<file path="src/rtl/seq_restoring_divider_pkg.sv">
// Shared state encoding and constants for the sequential restoring divider.
package seq_restoring_divider_pkg;

    typedef enum logic [1:0] {
        ST_IDLE  = 2'd0,
        ST_BUSY  = 2'd1,
        ST_DONE  = 2'd2,
        ST_FIXUP = 2'd3
    } state_t;

    localparam int DEFAULT_WIDTH = 8;

    // Sliced down to WIDTH by the user; all ones at any width.
    localparam logic [63:0] DZ_QUOTIENT = '1;

endpackage

</file>
<file path="src/rtl/seq_restoring_divider_addsub_ripple.sv">
// Ripple-carry add/subtract unit: o_sum = i_a + (i_sub ? ~i_b + 1 : i_b).
module addsub_ripple #(
    parameter int N = 9
) (
    input  logic [N-1:0] i_a,
    input  logic [N-1:0] i_b,
    input  logic         i_sub,
    output logic [N-1:0] o_sum
);

    logic [N-1:0] w_b;
    logic [N-1:0] w_c;

    assign w_b    = i_b ^ {N{i_sub}};
    assign w_c[0] = i_sub;

    for (genvar i = 0; i < N; i++) begin : g_fa
        assign o_sum[i] = i_a[i] ^ w_b[i] ^ w_c[i];
        // The carry out of the top bit is never consumed, so the chain stops there.
        if (i < N - 1) begin : g_carry
            assign w_c[i+1] = (i_a[i] & w_b[i]) | (w_c[i] & (i_a[i] ^ w_b[i]));
        end
    end

endmodule

</file>
<file path="src/rtl/seq_restoring_divider.sv">
// Sequential restoring divider, one shift-subtract-restore step per clock.
// Define SIGNED_DIV_EN for two's-complement operands (adds a FIXUP state).
module seq_restoring_divider
    import seq_restoring_divider_pkg::*;
#(
    parameter int WIDTH = DEFAULT_WIDTH
) (
    input  logic             clk,
    input  logic             rst_n,
    input  logic             start,
    input  logic [WIDTH-1:0] dividend,
    input  logic [WIDTH-1:0] divisor,
    output logic [WIDTH-1:0] quotient,
    output logic [WIDTH-1:0] remainder,
    output logic             busy,
    output logic             done,
    output logic             div_by_zero
);

    localparam int CNT_W = $clog2(WIDTH + 1);

    state_t           r_state;
    logic [WIDTH:0]   r_a;
    logic [WIDTH-1:0] r_q;
    logic [WIDTH-1:0] r_m;
    logic [CNT_W-1:0] r_cnt;
    logic [WIDTH-1:0] r_quot;
    logic [WIDTH-1:0] r_rem;
    logic             r_busy;
    logic             r_done;
    logic             r_dz;
    logic             r_dz_pend;

    logic [WIDTH:0]   w_a_sh;
    logic [WIDTH-1:0] w_q_sh;
    logic [WIDTH:0]   w_add_a;
    logic [WIDTH:0]   w_add_b;
    logic [WIDTH:0]   w_sum;
    logic [WIDTH-1:0] w_q_load;
    logic [WIDTH-1:0] w_m_load;

`ifdef SIGNED_DIV_EN
    logic r_neg_q;
    logic r_neg_r;

    assign w_q_load = dividend[WIDTH-1] ? (~dividend + WIDTH'(1)) : dividend;
    assign w_m_load = divisor[WIDTH-1]  ? (~divisor + WIDTH'(1))  : divisor;
`else
    // A never exceeds M after a restore, so its top bit is only a sign for the trial subtract.
    logic w_unused_a_msb;
    assign w_unused_a_msb = r_a[WIDTH];

    assign w_q_load = dividend;
    assign w_m_load = divisor;
`endif

    assign w_a_sh = {r_a[WIDTH-1:0], r_q[WIDTH-1]};
    assign w_q_sh = {r_q[WIDTH-2:0], ~w_sum[WIDTH]};

    always_comb begin
        w_add_a = w_a_sh;
        w_add_b = {1'b0, r_m};
`ifdef SIGNED_DIV_EN
        // The adder is idle outside the iteration, so it doubles as the negator.
        if (r_state == ST_FIXUP) begin
            w_add_a = '0;
            w_add_b = r_a;
        end else if (r_state == ST_BUSY && r_cnt == '0) begin
            w_add_a = '0;
            w_add_b = {1'b0, r_q};
        end
`endif
    end

    addsub_ripple #(.N(WIDTH + 1)) u_addsub (
        .i_a   (w_add_a),
        .i_b   (w_add_b),
        .i_sub (1'b1),
        .o_sum (w_sum)
    );

    always_ff @(posedge clk) begin
        if (!rst_n) begin
            r_state   <= ST_IDLE;
            r_a       <= '0;
            r_q       <= '0;
            r_m       <= '0;
            r_cnt     <= '0;
            r_quot    <= '0;
            r_rem     <= '0;
            r_busy    <= 1'b0;
            r_done    <= 1'b0;
            r_dz      <= 1'b0;
            r_dz_pend <= 1'b0;
`ifdef SIGNED_DIV_EN
            r_neg_q   <= 1'b0;
            r_neg_r   <= 1'b0;
`endif
        end else begin
            r_done <= 1'b0;
            case (r_state)
                ST_IDLE, ST_DONE: begin
                    if (start) begin
                        r_m     <= w_m_load;
                        r_dz    <= 1'b0;
                        r_state <= ST_BUSY;
`ifdef SIGNED_DIV_EN
                        r_neg_q <= dividend[WIDTH-1] ^ divisor[WIDTH-1];
                        r_neg_r <= dividend[WIDTH-1];
`endif
                        // Divide by zero parks the final values in A/Q and skips iteration.
                        if (divisor == '0) begin
                            r_q       <= DZ_QUOTIENT[WIDTH-1:0];
                            r_a       <= {1'b0, dividend};
                            r_cnt     <= '0;
                            r_dz_pend <= 1'b1;
                            r_busy    <= 1'b0;
                        end else begin
                            r_q       <= w_q_load;
                            r_a       <= '0;
                            r_cnt     <= CNT_W'(WIDTH);
                            r_dz_pend <= 1'b0;
                            r_busy    <= 1'b1;
                        end
                    end else begin
                        r_state <= ST_IDLE;
                    end
                end

                ST_BUSY: begin
                    if (r_cnt != '0) begin
                        r_cnt <= r_cnt - CNT_W'(1);
                        r_q   <= w_q_sh;
                        r_a   <= w_sum[WIDTH] ? w_a_sh : w_sum;
                        if (r_cnt == CNT_W'(1)) begin
                            r_busy <= 1'b0;
                        end
                    end
`ifdef SIGNED_DIV_EN
                    else if (!r_dz_pend) begin
                        if (r_neg_q) begin
                            r_q <= w_sum[WIDTH-1:0];
                        end
                        r_state <= ST_FIXUP;
                    end
`endif
                    else begin
                        r_quot  <= r_q;
                        r_rem   <= r_a[WIDTH-1:0];
                        r_dz    <= r_dz_pend;
                        r_done  <= 1'b1;
                        r_state <= ST_DONE;
                    end
                end

`ifdef SIGNED_DIV_EN
                ST_FIXUP: begin
                    r_quot  <= r_q;
                    r_rem   <= r_neg_r ? w_sum[WIDTH-1:0] : r_a[WIDTH-1:0];
                    r_done  <= 1'b1;
                    r_state <= ST_DONE;
                end
`endif

                default: r_state <= ST_IDLE;
            endcase
        end
    end

    assign quotient    = r_quot;
    assign remainder   = r_rem;
    assign busy        = r_busy;
    assign done        = r_done;
    assign div_by_zero = r_dz;

endmodule
</file>
<file path="config.mk">
export PLATFORM = sky130hd
export DESIGN_NAME = seq_restoring_divider
export DESIGN_NICKNAME = d
export VERILOG_FILES = /design/src/rtl/seq_restoring_divider_pkg.sv /design/src/rtl/seq_restoring_divider_addsub_ripple.sv /design/src/rtl/seq_restoring_divider.sv
export SDC_FILE = /design/constraint.sdc
export NUM_CORES = 1
export LEC_CHECK = 0
export CAP_MARGIN = 15
export CORE_ASPECT_RATIO = 1.25
export CORE_MARGIN = 1
export CORE_UTILIZATION = 55
export CTS_BUF_LIST = sky130_fd_sc_hd__clkbuf_8
export DETAILED_ROUTE_END_ITERATION = 12
export PLACE_DENSITY_LB_ADDON = 0.15
export RECOVER_POWER = 25
export REMOVE_ABC_BUFFERS = 1
export SLEW_MARGIN = 20
export SYNTH_ARGS = -nofsm -noshare
export SYNTH_HDL_FRONTEND = slang
export SYNTH_SLANG_ARGS = --single-unit
</file>
<file path="constraint.sdc">
create_clock -name clk -period 4.5 [get_ports clk]
set_clock_uncertainty 0.15 [all_clocks]
set_input_delay 0.45 -clock clk [delete_from_list [all_inputs] [get_ports clk]]
set_output_delay 0.45 -clock clk [all_outputs]
set_load 0.02 [all_outputs]
</file>
==> results of run 1 <==
[critical path, delay by kind of cell (launching register included)]
family          cells  cell delay [ns]
mux                 1             0.34
xor+xnor            1             0.14
fa+ha+maj           8             2.20
buf+inv             6             0.51
compound gates      1             0.26
simple gates        1             0.08
flops               1             0.37
[cell type report]
class                           count  area, µm²
Clock buffer                        5      68.82
Clock inverter                      2      10.01
Fill cell                         377       1272
Inverter                           14      52.55
Multi-Input combinational cell    188       1231
Sequential cell                    50       1001
Tap cell                           56      70.07
Timing Repair Buffer               40      392.9
[worst min path at each step]
stage	startpoint	to	slack, ns	depth (start not counted)
2_1_floorplan	r_dz_pend$_SDFFE_PN0P_	div_by_zero$_SDFFE_PN0P_	0.28	2
3_3_place_gp	r_dz_pend$_SDFFE_PN0P_	div_by_zero$_SDFFE_PN0P_	0.29	2
3_5_place_dp	quotient[6]$_SDFFE_PN0P_	quotient[6]$_SDFFE_PN0P_	0.29	2
4_1_cts	quotient[6]$_SDFFE_PN0P_	quotient[6]$_SDFFE_PN0P_	0.31	2
5_1_grt	quotient[6]$_SDFFE_PN0P_	quotient[6]$_SDFFE_PN0P_	0.32	2
6_report	quotient[5]$_SDFFE_PN0P_	quotient[5]$_SDFFE_PN0P_	0.30	2
[per-stage QoR]
step | area, µm² | utilization [%] | total power [W] | setup WS, ns
3_5_place_dp | 2753 | 67.16 | 0.0007400 | 0.3419
6_report | 2826 | 68.96 | 0.0009715 | 0.3389
3_3_place_gp | 2753 | 67.16 | 0.0007298 | 0.4853
5_1_grt | 2826 | 68.96 | 0.001038 | 0.08986
2_1_floorplan | 2290 | - | 0.0006537 | 0.1990
4_1_cts | 2831 | 69.08 | 0.0009812 | 0.3296
[cell families after synthesis]
kind of cell    after synthesis  share of synthesized area (%)
simple gates                 97                          19.00
compound gates               75                          23.20
flops                        50                          42.46
buf+inv                      31                          5.095
fa+ha+maj                    11                          8.068
mux                           3                          1.433
xor+xnor                      2                         0.7432
[synth_stat cells (2+ instances only)]
master	number
or4_4	2
xnor2_1	2
mux2_1	3
fa_1	7
nor2b_1	2
buf_2	3
ha_1	4
dfxtp_1	50
o21ai_0	3
inv_1	14
clkbuf_1	13
o221ai_1	8
and2_1	2
a21oi_1	3
nand2b_1	2
or3_1	2
nand3_1	2
nand2_1	71
a21boi_1	27
a221oi_1	3
and3_1	3
a31oi_1	5
o211ai_1	6
o21ai_1	8
nor2_1	4
a21boi_0	8
[layer usage]
metal / track usage [%] / routed length [µm] / vias up
li1: - / - / 976
met1: 32.29 / 2239 / 887
met2: 39.44 / 2357 / 60
met3: 5.498 / 177 / 15
met4: 12.37 / 167 / 0
met5: 0 / 0 / -
[registers in the layout, indices dropped and copies added (netlist names), 2 cells and up]
register	count
r_cnt	4
r_a	8
quotient	8
r_m	8
remainder	8
r_state	2
r_q	8
[report_power, final]
part	internal [W]	total [W]	switching (W)	leakage, nW
combinational	0.0000992	0.000230	0.000131	0.570
clock	0.000105	0.000243	0.000138	0.0438
sequential	0.000473	0.000498	0.0000257	0.408
==> reports/qor.yml, run 1 <==
outcome:
  outcome: "completed"
synth:
  syn_inst: 269
  seq_area_frac_synth_pct: 42.46
  yosysTopAreaCellShare_pct: 42.46
  synth-async-reset-ratio_pct: 0
  yosysWarnings: 0
  synth_area_leaders: "dfxtp_1 (42%), nand2_1 (11%), a21boi_1 (8.6%)"
  synth.largest_area_cell: "dfxtp_1"
  avgSynthCellArea_um2: 8.763
  syn_area_um2: 2357
  synth_edf_count: 0
  synth_seq_cells: 50
  synth_cell_types: 38
  synthFlopType: "dfxtp_1"
sta:
  fin_crit_ns: 4.161
  tns_ns: 0
  min_period_over_period_pct: 92.47
  drv_slew: 0
  hold_slack_ns: 0.3027
  hold_viol: 0
  grt_setup_unrepaired: "false"
  worst_pin_slew_ns: 0.7912
  setup_viol: 0
  timing.fmax_mhz: 240.3
  max_slew_margin_pct: 47.20
critical_path:
  cpPeakStageDelay_ns: 0.39
  critPathArrivalTime_ns: 4.20
  crit_type: "reg2reg"
  cp_data_required_time_ns: 4.54
  setup.worst_path.start: "r_q[7]$_SDFFE_PN0P_"
  r2r-end: "r_a[5]$_SDFFE_PN0P_"
  crit_path_top_delay_cell: "fa_1"
  worstSetupEndpointType: "register"
  path_cells: "inv_1 -> ha_1 -> inv_1 -> fa_1 -> fa_1 -> inv_1 -> fa_1 -> fa_1 -> inv_1 -> fa_1 -> inv_1 -> fa_1 -> fa_1 -> xnor2_1 -> buf_4 -> mux2_1 -> a221oi_1 -> nor2_1"
  reg2regPathDepth: 18
  crit_top_cell: "fa_1"
  reg2reg_slack_ns: 0.34
  endpoint: "r_a[5]$_SDFFE_PN0P_"
  path_max_fanout: 14
  r2r-start: "r_q[7]$_SDFFE_PN0P_"
  cp-start-kind: "register"
routing:
  drtIter0Drc: 86
  ant_nets: 0
  post_drt_wl_per_cell_um: 13.92
  avgViaCountPerCell: 5.459
  drc: 0
  drt_pre_antenna_iters: 4
  wl_mm: 4.941
  vias: 1938
finish:
  layout-drive-gt1-share_pct: 5.686
  final_cell_mix: "nand2_1 (71), dfxtp_1 (50), clkdlybuf4s50_1 (32)"
  diodes: 0
  layout_commonest_cell: "nand2_1"
  final_nets: 329
  fin_cells: 355
  areaGrowthSynthToFinish_pct: 19.90
clocking:
  clk_latency_ns: 0.30
  path_clk_slew_ns: 0.09
  h-tree-depth: 2
  post-cts-setup-buffers: 0
  cts_made_buffers: 5
  cts.sinks: 50
  clk_path_buf_depth: 2
  cts_tree: "built"
  postCtsHoldBufs: 0
  clock-root-buffer: "clkbuf_8"
  cts_resized: 0
floorplan:
  dieArea_um2: 4553
  die_y_um: 75.20
  ioPinCount: 38
  initial_core_util_pct: 57.51
  rows: 26
  die_x_um: 60.56
  coreArea_um2: 4099
placement:
  routabilityCongestion: 0.8028
  dp_cells: 348
  numPortBuffers: 37
  dp_hpwl_mm: 3.470
power:
  irDropWorstVdd_mv: 0.2338
  power_density_nw_per_um2: 343.7
  p_leak_nw: 1.022
flow_run:
  max-cap-violations: 0
global_route:
  grt_overflow: 0
  grt_pass1_vias: 1818
  grtUsageTotal_pct: 25.04
  grt_max_degree: 51
  antenna_found_initial: 0
  grt_pass1_wl_mm: 8.369
worst_hold_path:
  worst_hold_path_type: "reg2reg"
Power figures use the tool's default switching activity.
==> run 2, diff against run 1 <==
Settings changed: REMOVE_ABC_BUFFERS 1 to default.
==> run 2 against run 1 <==
Sequential share of layout area is 0.39 points lower; cell area is 1.1% higher; register-to-register slack hardly changed; sequential power hardly changed; global-route usage is 1.5 points lower; die area stayed put; worst hold slack hardly changed; combinational power is 2% lower; first-iteration DRC count is 47% higher; clock power is 30% higher; core utilization is 0.76 points higher; largest cell class unchanged; largest power group unchanged.
==> reports/qor.yml, run 2 (synthesis results as in run 1) <==
outcome:
  outcome: "completed"  # unchanged
clocking:
  cts_resized: 0  # unchanged
  postCtsHoldBufs: 0  # unchanged
  clock-root-buffer: "clkbuf_8"  # unchanged
  cts_tree: "built"  # unchanged
  cts.sinks: 50  # unchanged
  clk_path_buf_depth: 2  # unchanged
  clk_latency_ns: 0.30  # about the same
  h-tree-depth: 2  # unchanged
  path_clk_slew_ns: 0.09  # about the same
  cts_made_buffers: 5  # unchanged
  post-cts-setup-buffers: 0  # unchanged
critical_path:
  reg2reg_slack_ns: 0.35  # was 0.34 ns
  reg2regPathDepth: 18  # unchanged
  cp_data_required_time_ns: 4.55  # was 4.54 ns
  worstSetupEndpointType: "register"  # unchanged
  crit_type: "reg2reg"  # unchanged
  path_max_fanout: 14  # unchanged
  cp-start-kind: "register"  # unchanged
  r2r-start: "r_q[7]$_SDFFE_PN0P_"  # unchanged
  critPathArrivalTime_ns: 4.19  # was 4.20 ns
  r2r-end: "r_a[5]$_SDFFE_PN0P_"  # unchanged
power:
  power_density_nw_per_um2: 364.3  # was 343.7 nW/µm²
  irDropWorstVdd_mv: 0.3462  # was 0.2338 mV
  p_leak_nw: 1.034  # was 1.022 nW
finish:
  final_cell_mix: "nand2_1 (71), dfxtp_1 (50), clkdlybuf4s50_1 (32)"  # unchanged
  layout-drive-gt1-share_pct: 5.667  # was 5.686%
  layout_commonest_cell: "nand2_1"  # unchanged
  final_core_util_pct: 69.72  # was 68.96%
  diodes: 0  # unchanged
  final_nets: 329  # unchanged
  areaGrowthSynthToFinish_pct: 21.23  # was 19.90%
  final_cell_area_um2: 2858  # was 2826 µm²
global_route:
  grt_max_degree: 51  # unchanged
  antenna_found_initial: 0  # unchanged
  grt_pass1_wl_mm: 7.879  # was 8.369 mm
  grtUsageTotal_pct: 23.59  # was 25.04%
  grt_overflow: 0  # unchanged
  grt_pass1_vias: 1678  # was 1818
sta:
  grt_setup_unrepaired: "false"  # unchanged
  max_slew_margin_pct: 52.34  # was 47.20%
  tns_ns: 0  # unchanged
  hold_viol: 0  # unchanged
  setup_viol: 0  # unchanged
  drv_slew: 0  # unchanged
  min_period_over_period_pct: 92.15  # was 92.47%
  worst_pin_slew_ns: 0.7134  # was 0.7912 ns
  fin_crit_ns: 4.147  # was 4.161 ns
  timing.fmax_mhz: 241.1  # was 240.3 MHz
floorplan:
  rows: 26  # unchanged
  coreArea_um2: 4099  # unchanged
  ioPinCount: 38  # unchanged
  die_x_um: 60.56  # unchanged
  initial_core_util_pct: 57.51  # unchanged
  die_y_um: 75.20  # unchanged
  dieArea_um2: 4553  # unchanged
routing:
  wl_met2_mm: 2.361  # was 2.357 mm
  ant_nets: 0  # unchanged
  vias: 1915  # was 1938
  drc: 0  # unchanged
  wl_mm: 4.816  # was 4.941 mm
  avgViaCountPerCell: 5.379  # was 5.459
  drt_pre_antenna_iters: 4  # unchanged
  wl_met1_mm: 2.212  # was 2.239 mm
  highest_layer: "met4"  # unchanged
  met3_length_um: 174  # was 177 µm
  drtIter0Drc: 126  # was 86
  post_drt_wl_per_cell_um: 13.53  # was 13.92 µm
placement:
  numPortBuffers: 37  # unchanged
  postPlaceCellArea_um2: 2753  # unchanged
  routabilityCongestion: 0.8480  # was 0.8028
  dp_hpwl_mm: 3.452  # was 3.470 mm
worst_hold_path:
  min-delay-start: "remainder[4]$_SDFFE_PN0P_"  # was quotient[5]$_SDFFE_PN0P_
  holdPathEnd: "remainder[4]$_SDFFE_PN0P_"  # was quotient[5]$_SDFFE_PN0P_
  worst_hold_path.num_cells: 2  # unchanged
  worst_hold_path_type: "reg2reg"  # unchanged
synth:
  syn_nets: 299
flow_run:
  max-cap-violations: 0  # unchanged
==> run 2: cell types whose count changed in the layout (fill, tap and decap cells not counted), sizes merged <==
cell / delta
bufinv: +1
clkinv: -2
clkinvlp: +1
inv: +1
==> run 2: per-stage QoR <==
stage          setup slack (ns)  cells  total power [W]  hold WS [ns]
6_report                 0.3531    356         0.001041        0.3031
3_5_place_dp             0.3911    348        0.0007378        0.2952
2_1_floorplan            0.5555    269        0.0006653        0.2810
4_1_cts                  0.3203    356         0.001044        0.3082
5_1_grt                 0.07346    356         0.001096        0.3132
3_3_place_gp             0.4816    348        0.0007346        0.2911
==> run 2: how the worst max path moves through the flow <==
stage                         from                   to  slack [ns]  cells after the start
2_1_floorplan  r_q[7]$_SDFFE_PN0P_  r_a[1]$_SDFFE_PN0P_        0.56                     17
3_3_place_gp   r_q[7]$_SDFFE_PN0P_  r_a[2]$_SDFFE_PN0P_        0.48                     18
3_5_place_dp   r_q[7]$_SDFFE_PN0P_  r_a[5]$_SDFFE_PN0P_        0.39                     18
4_1_cts        r_q[7]$_SDFFE_PN0P_  r_a[5]$_SDFFE_PN0P_        0.32                     18
5_1_grt        r_q[7]$_SDFFE_PN0P_  r_a[5]$_SDFFE_PN0P_        0.07                     18
6_report       r_q[7]$_SDFFE_PN0P_  r_a[5]$_SDFFE_PN0P_        0.35                     18
==> run 2: final cells by class <==
cell class | instances | area [µm²]
clock inverters | 3 | 41.29
fillers | 350 | 1241
flip-flops and latches | 50 | 1001
well taps | 56 | 70.07
clock buffers | 5 | 68.82
inverters | 14 | 52.55
repair buffers | 40 | 392.9
multi-input cells | 188 | 1231
==> run 2: metal layers <==
layer	GRT usage [%]	up-vias
met5	0	-
li1	-	971
met3	5.155	8
met4	6.818	0
met2	38.58	44
met1	31.24	892
==> run 2: power by group <==
group / internal [W] / total (W) / switching (W)
sequential: 0.000473 / 0.000499 / 0.0000267
clock: 0.000164 / 0.000315 / 0.000152
combinational: 0.0000991 / 0.000226 / 0.000127
==> run 2: critical path, stage by stage, from the launching register on <==
cell and delay [ns]:
dfxtp_1 0.39, inv_1 0.06, ha_1 0.18, inv_1 0.06, fa_1 0.18, fa_1 0.16
inv_1 0.05, fa_1 0.37, fa_1 0.36, inv_1 0.07, fa_1 0.15, inv_1 0.05
fa_1 0.38, fa_1 0.39, xnor2_1 0.14, buf_4 0.21, mux2_1 0.33, a221oi_1 0.27
nor2_1 0.08
==> run 3, diff against run 2 <==
Settings changed: CORE_MARGIN 1 to default, SYNTH_HIERARCHICAL from default to 1.
==> run 3 against run 2 <==
Area after synthesis increased by 0.80%; via count increased by 5.6%; critical endpoint is now r_a[7]$_SDFFE_PN0P_; critical path type unchanged; sequential power about the same; highest routed layer unchanged.
==> reports/qor.yml, run 3 <==
outcome:
  outcome: "completed"  # unchanged
floorplan:
  rows: 26  # unchanged
  die_x_um: 60.79  # was 60.56 µm
  die_y_um: 75.49  # was 75.20 µm
  initial_core_util_pct: 57.97  # was 57.51%
  ioPinCount: 38  # unchanged
  coreArea_um2: 4099  # unchanged
  dieArea_um2: 4589  # was 4553 µm²
worst_hold_path:
  worst_hold_path_type: "reg2reg"  # unchanged
  worst_hold_path.num_cells: 2  # unchanged
  min-delay-start: "quotient[5]$_SDFFE_PN0P_"  # was remainder[4]$_SDFFE_PN0P_
  holdPathEnd: "quotient[5]$_SDFFE_PN0P_"  # was remainder[4]$_SDFFE_PN0P_
synth:
  synth_edf_count: 0  # unchanged
  syn_area_um2: 2376  # was 2357 µm²
  yosysTopAreaCellShare_pct: 42.13  # was 42.46%
  seq_area_frac_synth_pct: 42.13  # was 42.46%
  yosysWarnings: 6  # was 0
  synthFlopType: "dfxtp_1"  # unchanged
  synthTopCellsByCount: "nand2_1 (54), dfxtp_1 (50), a21oi_1 (46)"  # was nand2_1 (71), dfxtp_1 (50), a21boi_1 (27)
  syn_inst: 285  # was 269
  synth_cell_types: 36  # was 38
  synth.most_common_cell: "nand2_1"  # unchanged
  synth_seq_cells: 50  # unchanged
  avgSynthCellArea_um2: 8.337  # was 8.763 µm²
  synth_area_leaders: "dfxtp_1 (42%), a21oi_1 (9.7%), nand2_1 (8.5%)"  # was dfxtp_1 (42%), nand2_1 (11%), a21boi_1 (8.6%)
  syn_nets: 314  # was 299
  synth.largest_area_cell: "dfxtp_1"  # unchanged
  synth-async-reset-ratio_pct: 0  # unchanged
routing:
  vias: 2023  # was 1915
  post_drt_wl_per_cell_um: 14.40  # was 13.53 µm
  drt_pre_antenna_iters: 4  # unchanged
  drc: 0  # unchanged
  ant_nets: 0  # unchanged
  wl_mm: 5.401  # was 4.816 mm
  drtIter0Drc: 121  # was 126
  avgViaCountPerCell: 5.395  # was 5.379
finish:
  register_area_um2: 1001  # unchanged
  final_cell_mix: "nand2_1 (54), dfxtp_1 (50), a21oi_1 (46)"  # was nand2_1 (71), dfxtp_1 (50), clkdlybuf4s50_1 (32)
  final_nets: 347  # was 329
  num-fill-cells: 341  # was 350
  areaGrowthSynthToFinish_pct: 23.70  # was 21.23%
  diodes: 0  # unchanged
  layout_commonest_cell: "nand2_1"  # unchanged
  layout-drive-gt1-share_pct: 9.404  # was 5.667%
  multi_input_area_um2: 1256  # was 1231 µm²
critical_path:
  reg2regPathDepth: 16  # was 18
  r2r-end: "r_a[7]$_SDFFE_PN0P_"  # was r_a[5]$_SDFFE_PN0P_
  cpPeakStageDelay_ns: 0.39  # about the same
  crit_family: "adder cells"  # unchanged
  cp_data_required_time_ns: 4.54  # was 4.55 ns
  path_max_fanout: 5  # was 14
  worstSetupEndpointType: "register"  # unchanged
  critPathBufInv: 2  # was 6
  r2r-start: "r_m[0]$_SDFFE_PN0P_"  # was r_q[7]$_SDFFE_PN0P_
  crit_type: "reg2reg"  # unchanged
  crit_top_cell: "fa_2"  # was fa_1
  reg2reg_slack_ns: 0.21  # was 0.35 ns
  critPathArrivalTime_ns: 4.33  # was 4.19 ns
  crit_path_top_delay_cell: "fa_1"  # was dfxtp_1
  path_cells: "mux2_2 -> fa_1 -> inv_1 -> fa_1 -> fa_2 -> fa_2 -> fa_2 -> fa_1 -> fa_2 -> xnor2_1 -> xnor2_1 -> buf_4 -> mux2i_1 -> nor2_1 -> a21oi_1 -> a21oi_1"  # was inv_1 -> ha_1 -> inv_1 -> fa_1 -> fa_1 -> inv_1 -> fa_1 -> fa_1 -> inv_1 -> fa_1 -> inv_1 -> fa_1 -> fa_1 -> xnor2_1 -> buf_4 -> mux2_1 -> a221oi_1 -> nor2_1
  cp-start-kind: "register"  # unchanged
sta:
  max_slew_margin_pct: 30.91  # was 52.34%
  fin_crit_ns: 4.294  # was 4.147 ns
  worst_pin_slew_ns: 1.035  # was 0.7134 ns
  drv_slew: 0  # unchanged
  hold_slack_ns: 0.3030  # was 0.3031 ns
  grt_setup_unrepaired: "false"  # unchanged
  tns_ns: 0  # unchanged
  min_period_over_period_pct: 95.42  # was 92.15%
  timing.fmax_mhz: 232.9  # was 241.1 MHz
  setup_viol: 0  # unchanged
  hold_viol: 0  # unchanged
clocking:
  cts.sinks: 50  # unchanged
  cts_made_buffers: 5  # unchanged
  clk_path_buf_depth: 2  # unchanged
  h-tree-depth: 2  # unchanged
  cts_tree: "built"  # unchanged
  postCtsHoldBufs: 0  # unchanged
  clock-root-buffer: "clkbuf_8"  # unchanged
  clk_latency_ns: 0.30  # about the same
  path_clk_slew_ns: 0.09  # about the same
power:
  irDropWorstVdd_mv: 0.3000  # was 0.3462 mV
  p_leak_nw: 1.131  # was 1.034 nW
  power_density_nw_per_um2: 393.4  # was 364.3 nW/µm²
placement:
  numPortBuffers: 37  # unchanged
  routabilityCongestion: 0.8066  # was 0.8480
  dp_hpwl_mm: 3.540  # was 3.452 mm
global_route:
  grtUsageTotal_pct: 25.35  # was 23.59%
  antenna_found_initial: 0  # unchanged
  grt_max_degree: 34  # was 51
  grt_overflow: 0  # unchanged
  grt_pass1_vias: 1795  # was 1678
  grt_pass1_wl_mm: 8.549  # was 7.879 mm
flow_run:
  max-cap-violations: 0  # unchanged
-- run 3: cell families (layout without fill, tap and decap cells) --
kind of cell / Yosys count / after routing / synth area share (%)
buffers and inverters: 33 / 67 / 5.740
adders and majority gates: 10 / 10 / 7.478
muxes: 10 / 10 / 4.318
DFF: 50 / 50 / 42.13
other: 2 / 2 / 0.3161
and+or+nand+nor: 93 / 93 / 17.69
AOI/OAI and AO/OA: 75 / 75 / 17.59
xor gates and xnor gates: 12 / 12 / 4.740
-- run 3: area by class of cell --
type	count	area share [%]
multi-input cells	202	42.74
flip-flops and latches	50	34.06
repair buffers	42	13.79
clock buffers	6	2.810
well taps	56	2.384
inverters	17	2.171
clock inverters	2	2.043
-- run 3: how the worst max path moves through the flow --
stage                           to  cells past startpoint  slack [ns]                 from
2_1_floorplan  r_a[6]$_SDFFE_PN0P_                     16        0.09  r_m[0]$_SDFFE_PN0P_
3_3_place_gp   r_a[4]$_SDFFE_PN0P_                     16        0.18  r_m[0]$_SDFFE_PN0P_
3_5_place_dp   r_a[4]$_SDFFE_PN0P_                     16        0.12  r_m[0]$_SDFFE_PN0P_
4_1_cts        r_a[7]$_SDFFE_PN0P_                     16        0.07  r_m[0]$_SDFFE_PN0P_
5_1_grt        r_a[7]$_SDFFE_PN0P_                     16        0.01  r_m[0]$_SDFFE_PN0P_
6_report       r_a[7]$_SDFFE_PN0P_                     16        0.21  r_m[0]$_SDFFE_PN0P_
-- run 3: timing repair --
item | CTS | global route
buffers inserted | 0 | 1
gates resized for setup | 0 | 6
setup endpoints to repair | 0 | 8
-- run 3: through the flow --
stage	area, µm²	util (%)	setup WS [ns]	cells	power (W)
after floorplan	2376	-	0.08740	285	0.0006882
after global placement	2766	67.49	0.1820	365	0.0007537
after detailed placement	2766	67.49	0.1223	365	0.0007617
after CTS	2909	70.97	0.07249	373	0.001148
after global routing	2939	71.70	0.01409	375	0.001211
final	2939	71.70	0.2063	375	0.001156
-- run 3: power by group --
group / total (W) / switching [W] / internal [W]
sequential: 0.000499 / 0.0000256 / 0.000473
combinational: 0.000269 / 0.000151 / 0.000118
clock: 0.000389 / 0.000151 / 0.000237
total: 0.00116 / 0.000328 / 0.000829
-- run 3: routing by layer --
metal / up-vias / track usage [%] / share of wire [%]
li1: 1013 / - / -
met3: 11 / 3.735 / 3.4
met1: 946 / 32.37 / 44
met5: - / 0 / 0
met4: 0 / 9.343 / 2.4
met2: 53 / 43.22 / 50
-- run 3: worst register-to-register path: stages, from the launching register on --
cell	delay, ns
dfxtp_1	0.34
mux2_2	0.24
fa_1	0.17
inv_1	0.05
fa_1	0.38
fa_2	0.35
fa_2	0.34
fa_2	0.35
fa_1	0.39
fa_2	0.35
xnor2_1	0.14
xnor2_1	0.21
buf_4	0.21
mux2i_1	0.19
nor2_1	0.06
a21oi_1	0.18
a21oi_1	0.08
